## src/rtl/rf_sched_pkg.sv

```systemverilog
// Shared types and defaults for the register-file write scheduler.
package rf_sched_pkg;

    localparam int DEF_DATA_WIDTH = 8;
    localparam int DEF_ADDR_WIDTH = 3;
    localparam int DEF_NUM_REGS   = 8;
    // Wide enough that the two live stamps never alias across a wrap.
    localparam int AGE_WIDTH      = 4;

    typedef enum logic [0:0] {
        ST_INIT = 1'b0,
        ST_RUN  = 1'b1
    } state_t;

    localparam logic REQ_A = 1'b0;
    localparam logic REQ_B = 1'b1;

endpackage

```

## src/rtl/wr_hold_buf.sv

```systemverilog
// One-entry holding buffer for a single write requester, carrying an age stamp.
// push is only raised while empty (valid && ready); pop only while full (grant).
module wr_hold_buf
    import rf_sched_pkg::*;
#(
    parameter int ADDR_WIDTH = DEF_ADDR_WIDTH,
    parameter int DATA_WIDTH = DEF_DATA_WIDTH
) (
    input  logic                  CLK,
    input  logic                  RESET_N,
    input  logic                  push,
    input  logic                  pop,
    input  logic [ADDR_WIDTH-1:0] push_addr,
    input  logic [DATA_WIDTH-1:0] push_data,
    input  logic [AGE_WIDTH-1:0]  push_age,
    output logic                  full,
    output logic [ADDR_WIDTH-1:0] addr,
    output logic [DATA_WIDTH-1:0] data,
    output logic [AGE_WIDTH-1:0]  age
);

    always_ff @(posedge CLK or negedge RESET_N) begin
        if (!RESET_N) begin
            full <= 1'b0;
            addr <= '0;
            data <= '0;
            age  <= '0;
        end else if (push) begin
            full <= 1'b1;
            addr <= push_addr;
            data <= push_data;
            age  <= push_age;
        end else if (pop) begin
            full <= 1'b0;
        end
    end

endmodule

```

## src/rtl/rf_write_scheduler.sv

```systemverilog
// Shares the register-file write port between requesters A and B, zero-sweeps
// the file after reset and tracks per-register outstanding writes for RAW stalls.
module rf_write_scheduler
    import rf_sched_pkg::*;
#(
    parameter int DATA_WIDTH = DEF_DATA_WIDTH,
    parameter int ADDR_WIDTH = DEF_ADDR_WIDTH,
    parameter int NUM_REGS   = DEF_NUM_REGS
) (
    input  logic                  CLK,
    input  logic                  RESET_N,
    input  logic                  A_VALID,
    output logic                  A_READY,
    input  logic [ADDR_WIDTH-1:0] A_ADDR,
    input  logic [DATA_WIDTH-1:0] A_DATA,
    input  logic                  B_VALID,
    output logic                  B_READY,
    input  logic [ADDR_WIDTH-1:0] B_ADDR,
    input  logic [DATA_WIDTH-1:0] B_DATA,
    output logic                  RF_WRITE,
    output logic [ADDR_WIDTH-1:0] RF_INADDRESS,
    output logic [DATA_WIDTH-1:0] RF_IN,
    input  logic [ADDR_WIDTH-1:0] RD1_ADDR,
    input  logic [ADDR_WIDTH-1:0] RD2_ADDR,
    output logic                  RD1_PENDING,
    output logic                  RD2_PENDING,
    output logic [NUM_REGS-1:0]   PENDING_MASK,
    output logic                  INIT_DONE,
    output state_t                DBG_STATE
);

    state_t                state;
    logic [ADDR_WIDTH-1:0] sweep_cnt;
    logic                  rr_ptr;
    logic                  wr_tracked;
    logic [AGE_WIDTH-1:0]  age_seq;
    logic [1:0]            cnt      [NUM_REGS];
    logic [1:0]            cnt_next [NUM_REGS];

    logic                  a_full, b_full;
    logic [ADDR_WIDTH-1:0] a_addr, b_addr;
    logic [DATA_WIDTH-1:0] a_data, b_data;
    logic [AGE_WIDTH-1:0]  a_age, b_age, age_diff;
    logic                  a_accept, b_accept, same_addr, a_older;
    logic                  grant_a, grant_b, rr_move, run;

    assign A_READY   = INIT_DONE && !a_full;
    assign B_READY   = INIT_DONE && !b_full;
    assign a_accept  = A_VALID && A_READY;
    assign b_accept  = B_VALID && B_READY;
    assign DBG_STATE = state;
    assign run       = (state == ST_RUN);

    wr_hold_buf #(.ADDR_WIDTH(ADDR_WIDTH), .DATA_WIDTH(DATA_WIDTH)) u_buf_a (
        .CLK(CLK), .RESET_N(RESET_N), .push(a_accept), .pop(grant_a),
        .push_addr(A_ADDR), .push_data(A_DATA), .push_age(age_seq),
        .full(a_full), .addr(a_addr), .data(a_data), .age(a_age)
    );

    wr_hold_buf #(.ADDR_WIDTH(ADDR_WIDTH), .DATA_WIDTH(DATA_WIDTH)) u_buf_b (
        .CLK(CLK), .RESET_N(RESET_N), .push(b_accept), .pop(grant_b),
        .push_addr(B_ADDR), .push_data(B_DATA), .push_age(age_seq),
        .full(b_full), .addr(b_addr), .data(b_data), .age(b_age)
    );

    // Equal stamps mean same-cycle acceptance, which resolves in favour of A.
    assign same_addr = (a_addr == b_addr);
    assign age_diff  = b_age - a_age;
    assign a_older   = !age_diff[AGE_WIDTH-1];
    assign grant_a   = run && a_full &&
                       (!b_full || (same_addr ? a_older : (rr_ptr == REQ_A)));
    assign grant_b   = run && b_full && !grant_a;
    assign rr_move   = run && a_full && b_full && !same_addr;

    always_comb begin
        PENDING_MASK = '0;
        for (int i = 0; i < NUM_REGS; i++) begin
            cnt_next[i] = 2'({1'b0, cnt[i]}
                        + {2'b00, (a_accept && (A_ADDR == ADDR_WIDTH'(i)))}
                        + {2'b00, (b_accept && (B_ADDR == ADDR_WIDTH'(i)))}
                        - {2'b00, (wr_tracked && (RF_INADDRESS == ADDR_WIDTH'(i)))});
            PENDING_MASK[i] = (cnt[i] != 2'd0);
        end
    end

    assign RD1_PENDING = PENDING_MASK[RD1_ADDR];
    assign RD2_PENDING = PENDING_MASK[RD2_ADDR];

    always_ff @(posedge CLK or negedge RESET_N) begin
        if (!RESET_N) begin
            state        <= ST_INIT;
            sweep_cnt    <= '0;
            rr_ptr       <= REQ_A;
            wr_tracked   <= 1'b0;
            age_seq      <= '0;
            RF_WRITE     <= 1'b0;
            RF_INADDRESS <= '0;
            RF_IN        <= '0;
            INIT_DONE    <= 1'b0;
            for (int i = 0; i < NUM_REGS; i++) cnt[i] <= 2'd0;
        end else begin
            for (int i = 0; i < NUM_REGS; i++) cnt[i] <= cnt_next[i];
            if (a_accept || b_accept) age_seq <= age_seq + 1'b1;
            case (state)
                ST_INIT: begin
                    // Sweep writes are not tracked, so they never retire a counter.
                    RF_WRITE     <= 1'b1;
                    RF_INADDRESS <= sweep_cnt;
                    RF_IN        <= '0;
                    wr_tracked   <= 1'b0;
                    sweep_cnt    <= sweep_cnt + 1'b1;
                    if (sweep_cnt == ADDR_WIDTH'(NUM_REGS - 1)) state <= ST_RUN;
                end
                ST_RUN: begin
                    INIT_DONE  <= 1'b1;
                    wr_tracked <= grant_a || grant_b;
                    if (grant_a) begin
                        RF_WRITE     <= 1'b1;
                        RF_INADDRESS <= a_addr;
                        RF_IN        <= a_data;
                    end else if (grant_b) begin
                        RF_WRITE     <= 1'b1;
                        RF_INADDRESS <= b_addr;
                        RF_IN        <= b_data;
                    end else begin
                        RF_WRITE <= 1'b0;
                    end
                    if (rr_move) rr_ptr <= grant_a ? REQ_B : REQ_A;
                end
                default: state <= ST_INIT;
            endcase
        end
    end

endmodule
```

## config.mk

```make
export PLATFORM = sky130hd
export DESIGN_NAME = rf_write_scheduler
export DESIGN_NICKNAME = d
export VERILOG_FILES = /design/src/rtl/rf_sched_pkg.sv /design/src/rtl/wr_hold_buf.sv /design/src/rtl/rf_write_scheduler.sv
export SDC_FILE = /design/constraint.sdc
export NUM_CORES = 1
export LEC_CHECK = 0
export BUFFER_PORTS_ARGS = -buffer_cell sky130_fd_sc_hd__buf_2
export CORE_MARGIN = 10
export CORE_UTILIZATION = 60
export CTS_CLUSTER_SIZE = 12
export DETAILED_ROUTE_END_ITERATION = 6
export PLACE_DENSITY = 0.9
export RECOVER_POWER = 50
export SYNTH_ARGS = -nofsm -noshare
export SYNTH_HDL_FRONTEND = slang
export SYNTH_SLANG_ARGS = --single-unit
```

## constraint.sdc

```tcl
create_clock -name CLK -period 3.6 [get_ports CLK]
set_clock_uncertainty 0.05 [all_clocks]
set_input_delay 0.72 -clock CLK [delete_from_list [all_inputs] [get_ports CLK]]
set_output_delay 0.72 -clock CLK [all_outputs]
set_load 0.05 [all_outputs]
```

Word-level counts from Yosys, hierarchy flattened
Index checks and enable logic that the tools add are counted.
W data, S select, Z words.
{"block": "word_totals", "reg_bits": 71, "latch_bits": 0, "ramBits": 0, "romBits": 0, "input_bits": 32, "output_inout_bits": 26, "word_cells": 158, "memories": 0}
{"block": "op_classes", "addsub": 27, "n_mul": 0, "div": 0, "n_lt_le_gt_ge": 2, "n_eq_ne": 24, "shifts": 0, "n_mux": 22, "n_bitwise": 2, "n_reduce_logical": 56}
{"cell": "$eq A3 B3 Y1 const B", "count": 13}
{"cell": "$logic_and A1 B1 Y1", "count": 34}
{"cell": "$add A2 B1 Y2", "count": 16}
{"cell": "$reduce_bool A2 Y1", "count": 10}
{"cell": "$eq A3 B2 Y1 const B", "count": 6}
{"cell": "$mux W8", "count": 2}
{"cell": "$pmux W8 S2", "count": 1}
{"cell": "$sub A2 B1 Y2", "count": 8}
{"cell": "$mux W1", "count": 12}
{"cell": "$eq A3 B1 Y1 const B", "count": 3}
{"cell": "$logic_not A3 Y1", "count": 3}
{"cell": "$lt A3 B4 Y1 const B", "count": 2}
{"cell": "$bmux W1 S3", "count": 2}
{"cell": "$mux W3", "count": 2}
{"cell": "$pmux W3 S2", "count": 1}
{"cell": "$logic_not A1 Y1", "count": 5}
{"cell": "$add A4 B1 Y4 const B", "count": 1}
{"cell": "$pmux W1 S2", "count": 2}
{"cell": "$sub A4 B4 Y4", "count": 1}
{"cell": "$add A3 B1 Y3 const B", "count": 1}
{"cell": "$eq A3 B3 Y1", "count": 1}
{"cell": "$logic_or A1 B1 Y1", "count": 3}
{"cell": "$ne A3 B1 Y1 const B", "count": 1}
{"cell": "$not A1 Y1", "count": 2}
{"cell": "$reduce_and A2 Y1", "count": 1}

Longest topological paths before layout
Gate-level depths: netlist (run 1).
{"block": "depth", "word_depth": 10, "mapped_depth": 9, "depth_no_buf": 9}

Cells and area by module
Synthesis (run 1) repeated with hierarchy kept, for this count alone.
{"block": "hier_totals", "hier_cells": 342, "hier_area_um2": 3883.7}
{"mod": "rf_write_scheduler", "n_inst": 1, "cells_each": 272, "area_per_inst_um2": 2590.0, "seq_area_each_um2": 975.9}
{"mod": "wr_hold_buf", "n_inst": 2, "cells_each": 35, "area_per_inst_um2": 646.9, "seq_area_each_um2": 400.4}

Worst setup path after synthesis (run 1)
No wires, ideal clock.
{"block": "synth_timing", "kind": "reg-to-reg", "start": "register INIT_DONE", "end": "register cnt[1] (netlist bit)", "setup_time_ns": 0.123, "arrival_time_ns": 3.128, "required_ns": 3.427, "setup_slack_ns": 0.299, "path_stages_with_launch": 9, "path_buffers": 1, "period_less_slack_ns": 3.301, "path_cell_list": "dfrtp_1 -> nor2b_1 -> and2_0 -> clkbuf_1 -> nand4_1 -> ha_1 -> fa_1 -> xor2_1 -> xnor2_1"}
{"item": "start: declaration", "line": "rf_write_scheduler.sv:28", "source": "output logic INIT_DONE,"}
{"item": "start signal: assignment", "line": "rf_write_scheduler.sv:99", "source": "INIT_DONE <= 1'b0;"}
{"item": "start signal: assignment", "line": "rf_write_scheduler.sv:115", "source": "INIT_DONE <= 1'b1;"}
{"item": "end: declaration", "line": "rf_write_scheduler.sv:37", "source": "logic [1:0] cnt [NUM_REGS];"}

==> metrics, run 1 <==
CTS Hold Bufs=0; Final Cycle Share=78.0%; Pre-antenna DRT Iters=4; overall routing resource usage=17.3%; # resized after CTS=0; Synth area leaders=dfrtp_1, nand2_1, ha_1; first-pass GRT wire length=13.7 mm; fin util=71.2%; Die X-Extent=98.3 um; DR iter-0 viols=139; Synth top area share=48.3%; Synth Cell Area=3680 sq um; Mapped Cells=369; WS Path Type=reg -> reg; Finish-stage setup viols=0; Slew Limit Fails=0; number of global-route vias before repair=3019; WL final=8.14 mm; Area growth syn-to-layout=15.1%; Nets=484; status=complete, no violations; Setup TNS=0 ps; IO Pins=58; Post-CTS Repair Setup Buffers=0; Period minus WS final=2810 ps; Final ANT Viol Nets=0; CTS Buf Count=9; # Max-Cap Violations=0; area of the die=9670 sq um; largest net degree at the start of global routing=59; IO Port Bufs=57; clock latency on the worst-skew pair=360 ps; ant diodes=0; Core Footprint=5960 sq um; crit path launch type=flip-flop; WP data required=3830 ps; number of cell rows=28; top cell type by total area after synthesis=dfrtp_1; CP arrival=3030 ps; CTS tree=built; Final Hold Viols=0; Post-DP HPWL=5.99 mm; CP max FO=14; Vert. Die Dim=98.3 um; RSZ-0062 raised after global routing=false; Mean Syn Cell Area=9.98 sq um; Slew headroom=7.32%; synthesized flop and latch total=71; crit path capture type=flip-flop; clk slew on worst S/H paths=80 ps; DR vias/cell=5.41; number of clock sinks=71; # DRC=0; gr ovfl total=0; Starting Density=61.8%; sequential area share after synthesis=48.3%; YS warnings=0; CTS Buffer Depth=2; initial antenna violation count=0; worst hold-check path type=in -> async; Slew @ Worst Pin=1390 ps; share of cells above drive strength 1=21.8%; Wirelength per Cell=15.9 um; CTS Root Cell=clkbuf_8; Mapped Nets=422; via count=2764; Power Dens Cells=985 nW/um^2; GPL Wtd Cong=0.963; H-tree Lvls=3; P_leak=2.12 nW; Max Fclk=0.356 GHz; synth unique cells=36; VDD IR-drop max=0.559 mV
## final timing paths
kind,start,end,slack [ps],depth (start not counted)
worst max register to register,u_buf_a.full,cnt[5],790,9
worst max-delay path,u_buf_a.full,cnt[5],790,9
max in group asynchronous,RESET_N,u_buf_b.age[2],1380,2
min in group CLK,cnt[3],cnt[3],420,1
worst min-delay path,RESET_N,cnt[6],320,1
worst min register to register,cnt[3],cnt[3],420,1
## synthesized netlist by cell type
master and number:
dfrtp_1 71, mux2_4 8, clkbuf_1 9, o21ai_0 6, nor2b_1 16, nor3_1 6, a22oi_1 1, nor3_4 1
or4_1 1, nor2_1 21, ha_1 13, xnor2_1 18, buf_6 1, and2_0 1, buf_2 1, and2_1 1
nand3_1 6, or2_2 4, o41a_1 1, nor3b_1 2, buf_1 1, nand2_1 105, mux2i_1 9, nand2b_1 5
mux2_2 5, a21o_1 1, nand4_1 3, o21a_1 1, mux4_2 2, and3b_1 1, a21oi_1 7, xor2_1 8
inv_1 19, a311o_1 2, a211oi_1 4, fa_1 8
## per-stage QoR
stage	instances	total power, mW	worst slack, ps	area [sq um]	hold WS, ps
2_1_floorplan	369	3.06	299	3680	374
3_3_place_gp	495	3.44	889	4050	405
3_5_place_dp	495	3.56	848	4050	413
4_1_cts	511	4.21	929	4250	191
5_1_grt	511	4.48	522	4240	367
6_report	511	4.18	791	4240	321
## critical path, stage by stage, from the launching register on
cell      delay (ps)
dfrtp_1          460
nor2b_1          200
and2_0           220
clkbuf_1         510
nand3_1          190
ha_1             330
inv_1             50
fa_1             400
xnor2_1          170
xnor2_1          140
## layer usage
layer / global-route usage [%] / part of all wire (%) / vias up
met2: 29.2 / 51 / 81
met5: 0 / 0 / -
met3: 5.99 / 5.6 / 17
met1: 20.1 / 42 / 1351
li1: - / - / 1315
met4: 5.95 / 2.2 / 0
## area by class of cell
class,count,area (sq um)
multi-input combinational,267,1780
sequential,71,1780
fill,446,1720
timing repair buffer,63,319
clock buffer,10,128
tap,75,93.8
inverter,19,71.3
clock inverter,6,70.1
## cell families (layout without fill, tap and decap cells)
kind of cell | Yosys count | in the layout | share of synthesized area [%]
simple gates | 173 | 173 | 20.9
flops | 71 | 71 | 48.3
buf+inv | 31 | 98 | 3.40
xor+xnor | 26 | 26 | 6.19
mux | 24 | 24 | 8.46
compound gates | 23 | 23 | 4.05
fa+ha+maj | 21 | 21 | 8.77
## sequential cells by signal, indices dropped and copies added (netlist names), 4 cells and up
name and cells:
u_buf_a.data 8, u_buf_a.age 4, cnt 16, age_seq 4
u_buf_b.age 4, RF_IN 8, u_buf_b.data 8
## report_power, final
part / leakage (nW) / internal [mW] / total [mW] / switching, mW
logic: 1.18 / 0.789 / 2.07 / 1.28
clock network: 0.0891 / 0.323 / 0.640 / 0.317
registers: 0.858 / 1.18 / 1.46 / 0.286
## cells in the final DEF (no fill, tap or decap), drive strengths merged, types with 3 or more instances in the layout
| master | netlist | final |
|---|---|---|
| nand3 | 6 | 6 |
| ha | 13 | 13 |
| nand2 | 105 | 105 |
| clkbuf | 9 | 14 |
| mux2 | 13 | 13 |
| inv | 19 | 20 |
| mux2i | 9 | 9 |
| clkinvlp | 0 | 3 |
| or2 | 4 | 4 |
| o21ai | 6 | 6 |
| dfrtp | 71 | 71 |
| a21oi | 7 | 7 |
| fa | 8 | 8 |
| xor2 | 8 | 8 |
| nor3 | 7 | 7 |
| nand2b | 5 | 5 |
| xnor2 | 18 | 18 |
| nand4 | 3 | 3 |
| nor2b | 16 | 16 |
| buf | 3 | 59 |
| nor2 | 21 | 21 |
| a211oi | 4 | 4 |
No activity file was read; power rests on OpenSTA's default activity.
==> run 2: changes to the inputs <==
CORE_UTILIZATION = 57   (was 60)
PLACE_DENSITY = 0.86   (was 0.9)
clock period = 2.6 ns   (was 3.6 ns; I/O delays follow)
==> run 2 against run 1 <==
Net effect: the flow now finishes with violations (capacitance limit, slew limit); combinational power grew 42%; critical path depth shrank 7; setup slack lost 660 ps.
==> metrics, run 2 (synthesized netlist as in run 1, its figures left out) <==
register with the highest flop count=cnt; reg2reg end=cnt[11]; area of the die=10100 sq um (+4.2%); Setup TNS=0 ps (unchanged); most common cell after layout, fill and taps aside=nand2_1; Nets=487 (+0.62%); # resized after CTS=0 (unchanged); Pre-antenna DRT Iters=5 (+1); Combinational Power Share=50.3% (+0.7 points); worst hold path depth=3; Reg power frac=34.9% (-0.2 points); Slew headroom=-15.1% (-22 points); Finish-stage setup viols=0 (unchanged); P_leak=2.16 nW (+1.5%); Layout fillers=491 (+10%); DR vias/cell=5.33 (-1.5%); reg2reg setup slack=250 ps (-540 ps); Slew Limit Fails=72 (+72); clock power share=14.8% (-0.5 points); CTS Buf Count=9 (unchanged); Wirelength per Cell=16.2 um (+2.0%); H-tree Lvls=3 (unchanged); Largest register FFs=16 (unchanged); Period minus WS final=2470 ps; footprint of the multi-input gates=1790 sq um (+0.42%); GPL Wtd Cong=0.856 (-11%); Pwr Total=5.83 mW (+40%); crit path launch=DBG_STATE; initial antenna violation count=0 (unchanged); CTS Buffer Depth=2 (unchanged); WL final=8.38 mm (+3.0%); most frequent cells in the layout=nand2_1, dfrtp_1, buf_2; largest net degree at the start of global routing=72 (+22%); clk slew on worst S/H paths=70 ps (about the same); overall routing resource usage=17.6% (+0.25 points); clock latency on the worst-skew pair=350 ps (about the same); Final Hold Viols=0 (unchanged); status=finished with violations; Int Pwr=3.23 mW (+41%); via count=2749 (-0.54%); IO Port Bufs=57 (unchanged); gr ovfl total=0 (unchanged); Storage cell area=1780 sq um (about the same); ant diodes=0 (unchanged); number of cell rows=29 (+3.6%); first-pass GRT wire length=14.1 mm (+2.4%); RSZ-0062 raised after global routing=false; Die X-Extent=100 um (+2.1%); failing checks=capacitance limit, slew limit; Vert. Die Dim=100 um (+2.1%); Max Fclk=0.404 GHz; FF-to-FF path depth=9 (unchanged); CP max FO=21 (+7); Post-CTS Repair Setup Buffers=0 (unchanged); CTS Hold Bufs=0 (unchanged); CP Capture Point=DBG_STATE; CP arrival=1900 ps (-1130 ps); number of clock sinks=71 (unchanged); crit path launch type=flip-flop; Psw=2.60 mW (+38%); Final ANT Viol Nets=0 (unchanged); Slew @ Worst Pin=1730 ps (+336 ps); # DRC=0 (unchanged); DR iter-0 viols=131 (-5.8%); WP data required=2030 ps (-1800 ps); Post-DP HPWL=6.16 mm (+3.0%); CTS Root Cell=clkbuf_8; Core Footprint=6310 sq um (+6.0%); VDD IR-drop max=0.809 mV (+45%); share of cells above drive strength 1=22.6% (+0.76 points); CTS tree=built; Final Cycle Share=95.1%; Power Dens Cells=1370 nW/um^2 (+39%); # Max-Cap Violations=1 (+1); IO Pins=58 (unchanged); worst hold-check path type=in -> reg; RR Startpoint=u_buf_a.full; Starting Density=58.3% (-3.5 points); WS Path Type=reg -> out; crit path capture type=output port; Area growth syn-to-layout=15.9%; sw frac=44.5% (-0.61 points); number of global-route vias before repair=2956 (-2.1%)
run 2: worst max-delay path, cell delays in order, from the launching register on:
cell	delay (ps)
dfrtp_1	440
clkbuf_1	710
buf_2	400
run 2: layout make-up:
cell class,instances,area share [%]
flip-flops and latches,71,41.7
repair buffers,66,8.04
inverters,19,1.67
clock buffers,13,3.49
well taps,77,2.26
clock inverters,3,0.997
multi-input cells,267,41.9
run 2: worst min path at each step:
stage,start,endpoint
2_1_floorplan,RESET_N,DBG_STATE
3_3_place_gp,cnt[3],cnt[3]
3_5_place_dp,cnt[15],cnt[15]
4_1_cts,RESET_N,u_buf_b.data[3]
5_1_grt,A_DATA[2],u_buf_a.data[2]
6_report,A_DATA[7],u_buf_a.data[7]
run 2: per-layer routing:
layer	share of wire, %	vias to the layer above	track usage (%)
met2	48	99	29.1
met1	42	1319	20.6
met4	2.0	0	5.76
met5	0	-	0
met3	8.1	16	6.59
li1	-	1315	-
run 2: stage by stage:
step	std cells	area (sq um)	worst slack [ps]	util [%]	hold WS (ps)
after CTS	516	4300	226	68.1	155
after detailed placement	500	4110	300	65.0	411
final	516	4270	126	67.6	307
after floorplan	369	3700	22.3	-	174
after global routing	516	4270	43.8	67.6	316
after global placement	500	4110	389	65.0	404
run 2: power by group through the flow:
stage	Combinational, mW	Sequential [mW]	Clock (mW)
global placement	2.80	2.03	0
detailed placement	2.95	2.05	0
finish	2.93	2.03	0.862
CTS	2.97	2.04	0.882
floorplan	2.01	2.25	0
global route	3.23	2.11	0.921
==> run 3: changes to the inputs <==
CAP_MARGIN = 0   (was default)
PLACE_DENSITY = 0.8   (was 0.86)
==> run 3 against run 2 <==
Net effect: the flow still finishes with violations (capacitance limit, slew limit); setup slack gained 150 ps; count of clock-buffer cells in the layout stayed put; wire length is 4.0% lower; power decreased by 1.7%; sequential cell count unchanged; core utilization fell by 0.12 points; worst hold slack gained 14 ps; final cell count fell by 0.19%; critical endpoint is now RD1_PENDING; largest power group unchanged.
==> metrics, run 3 (synthesized netlist as in run 1, its figures left out) <==
status=finished with violations; failing checks=capacitance limit, slew limit; Final Hold Viols=0 (unchanged); Min Hold Slack=321 ps (+14.1 ps); post-route cell area=4260 sq um (-0.18%); # Max-Cap Violations=1 (unchanged); crit path capture type=output port; number of global-route vias before repair=2861 (-3.2%); Post-DP HPWL=5.92 mm (-3.9%); CTS tree=built; Slew @ Worst Pin=1710 ps (-17.9 ps); hold_sp=B_DATA[4]; CTS Hold Bufs=0 (unchanged); Cell Count, Final, Fillers Out=515 (-0.19%); Die X-Extent=100 um (unchanged); number of clock sinks=71 (unchanged); Slew headroom=-13.9% (+1.2 points); RSZ-0062 raised after global routing=false; CTS Buf Count=9 (unchanged); # DRC=0 (unchanged); Starting Density=58.3% (unchanged); WS Path Type=reg -> out; DR iter-0 viols=108 (-18%); Cell Area, Placed=4110 sq um (unchanged); Period minus WS final=2320 ps (-153 ps); most common cell after layout, fill and taps aside=nand2_1; Largest register FFs=16 (unchanged); VDD IR-drop max=0.792 mV (-2.0%); CTS Root Cell=clkbuf_8; worst hold-check path type=in -> reg; number of cell rows=29 (unchanged); Power Dens Cells=1350 nW/um^2 (-1.5%); Slew Limit Fails=72 (unchanged); Post-CTS Repair Setup Buffers=0 (unchanged); ant diodes=0 (unchanged); DR vias/cell=5.35 (+0.45%); share of cells above drive strength 1=22.8% (+0.28 points); H-tree Lvls=3 (unchanged); Finish-stage setup viols=0 (unchanged); Vert. Die Dim=100 um (unchanged); clock latency on the worst-skew pair=340 ps (about the same); clk slew on worst S/H paths=70 ps (about the same); IO Pins=58 (unchanged); Setup TNS=0 ps (unchanged); Area growth syn-to-layout=15.7%; Placed Instances=500 (unchanged); CP arrival=1750 ps (-150 ps); gr ovfl total=0 (unchanged); area of the die=10100 sq um (unchanged); Wirelength per Cell=15.6 um (-3.8%); CTS Buffer Depth=2 (unchanged); crit path launch=cnt[15]; # resized after CTS=0 (unchanged); Final ANT Viol Nets=0 (unchanged); CP max FO=3 (-86%); Nets=487 (unchanged); Core Footprint=6310 sq um (unchanged); via count=2756 (+0.25%); initial antenna violation count=0 (unchanged); WL final=8.04 mm (-4.0%); first-pass GRT wire length=13.6 mm (-3.0%); RR Startpoint=u_buf_a.full; most frequent cells in the layout=nand2_1, dfrtp_1, buf_2; crit path launch type=flip-flop; largest net degree at the start of global routing=72 (unchanged); Final Cycle Share=89.2% (-5.9 points); register with the highest flop count=cnt; WP data required=2030 ps (about the same); IO Port Bufs=57 (unchanged); Max Fclk=0.431 GHz (+6.6%); overall routing resource usage=16.8% (-0.84 points); GPL Wtd Cong=0.845 (-1.3%); Pre-antenna DRT Iters=4 (-1); P_leak=2.15 nW (-0.31%)
[run 3: changes by cell type in the layout (fill, tap and decap cells not counted), sizes merged]
| cell | before | now |
|---|---|---|
| clkinvlp | 1 | 2 |
| clkinv | 1 | 0 |
| bufinv | 1 | 0 |
[run 3: cell type report]
cell class | instances | area [sq um]
sequential | 71 | 1780
clock inverter | 2 | 15.0
multi-input combinational | 267 | 1790
clock buffer | 13 | 169
timing repair buffer | 66 | 343
inverter | 19 | 71.3
tap | 77 | 96.3
fill | 524 | 2050
[run 3: power by group]
part           switching, mW  total, mW  leakage, nW  internal (mW)
logic                   1.77       2.90         1.20           1.12
registers              0.393       2.03        0.858           1.63
clock network          0.392      0.812       0.0878          0.420
[run 3: worst max-delay path: stages (launching register included)]
cell      delay [ps]
dfrtp_1          400
or2_2            350
nor2_1           100
a211oi_1          50
a211oi_1         240
a21oi_1           60
buf_2            220
[run 3: metal layers]
metal  up-vias  wire length, um  track usage, %  share of wire [%]
met5         -                0               0                  0
li1       1320                -               -                  -
met1      1347             3620            21.5                 45
met2        81             3740            25.8                 46
met4         0              102            6.20                1.3
met3         8              578            5.56                7.2
[run 3: stage by stage]
| stage | setup WS (ps) | utilization, % | power, mW |
|---|---|---|---|
| 6_report | 280 | 67.5 | 5.73 |
| 5_1_grt | 159 | 67.5 | 6.16 |
| 4_1_cts | 260 | 67.9 | 5.80 |
| 3_5_place_dp | 389 | 65.0 | 4.97 |
| 3_3_place_gp | 434 | 65.0 | 4.86 |
| 2_1_floorplan | 22.3 | - | 4.26 |
[run 3: path summary, 6_finish.rpt]
kind / endpoint / slack, ps / cells past startpoint
worst max register to register: cnt[3] / 350 / 9
max in group asynchronous: INIT_DONE / 690 / 2
min in group asynchronous: sweep_cnt[2] / 660 / 2
worst min register to register: cnt[1] / 420 / 1
worst min-delay path: u_buf_b.data[4] / 320 / 3
worst max-delay path: RD1_PENDING / 280 / 6
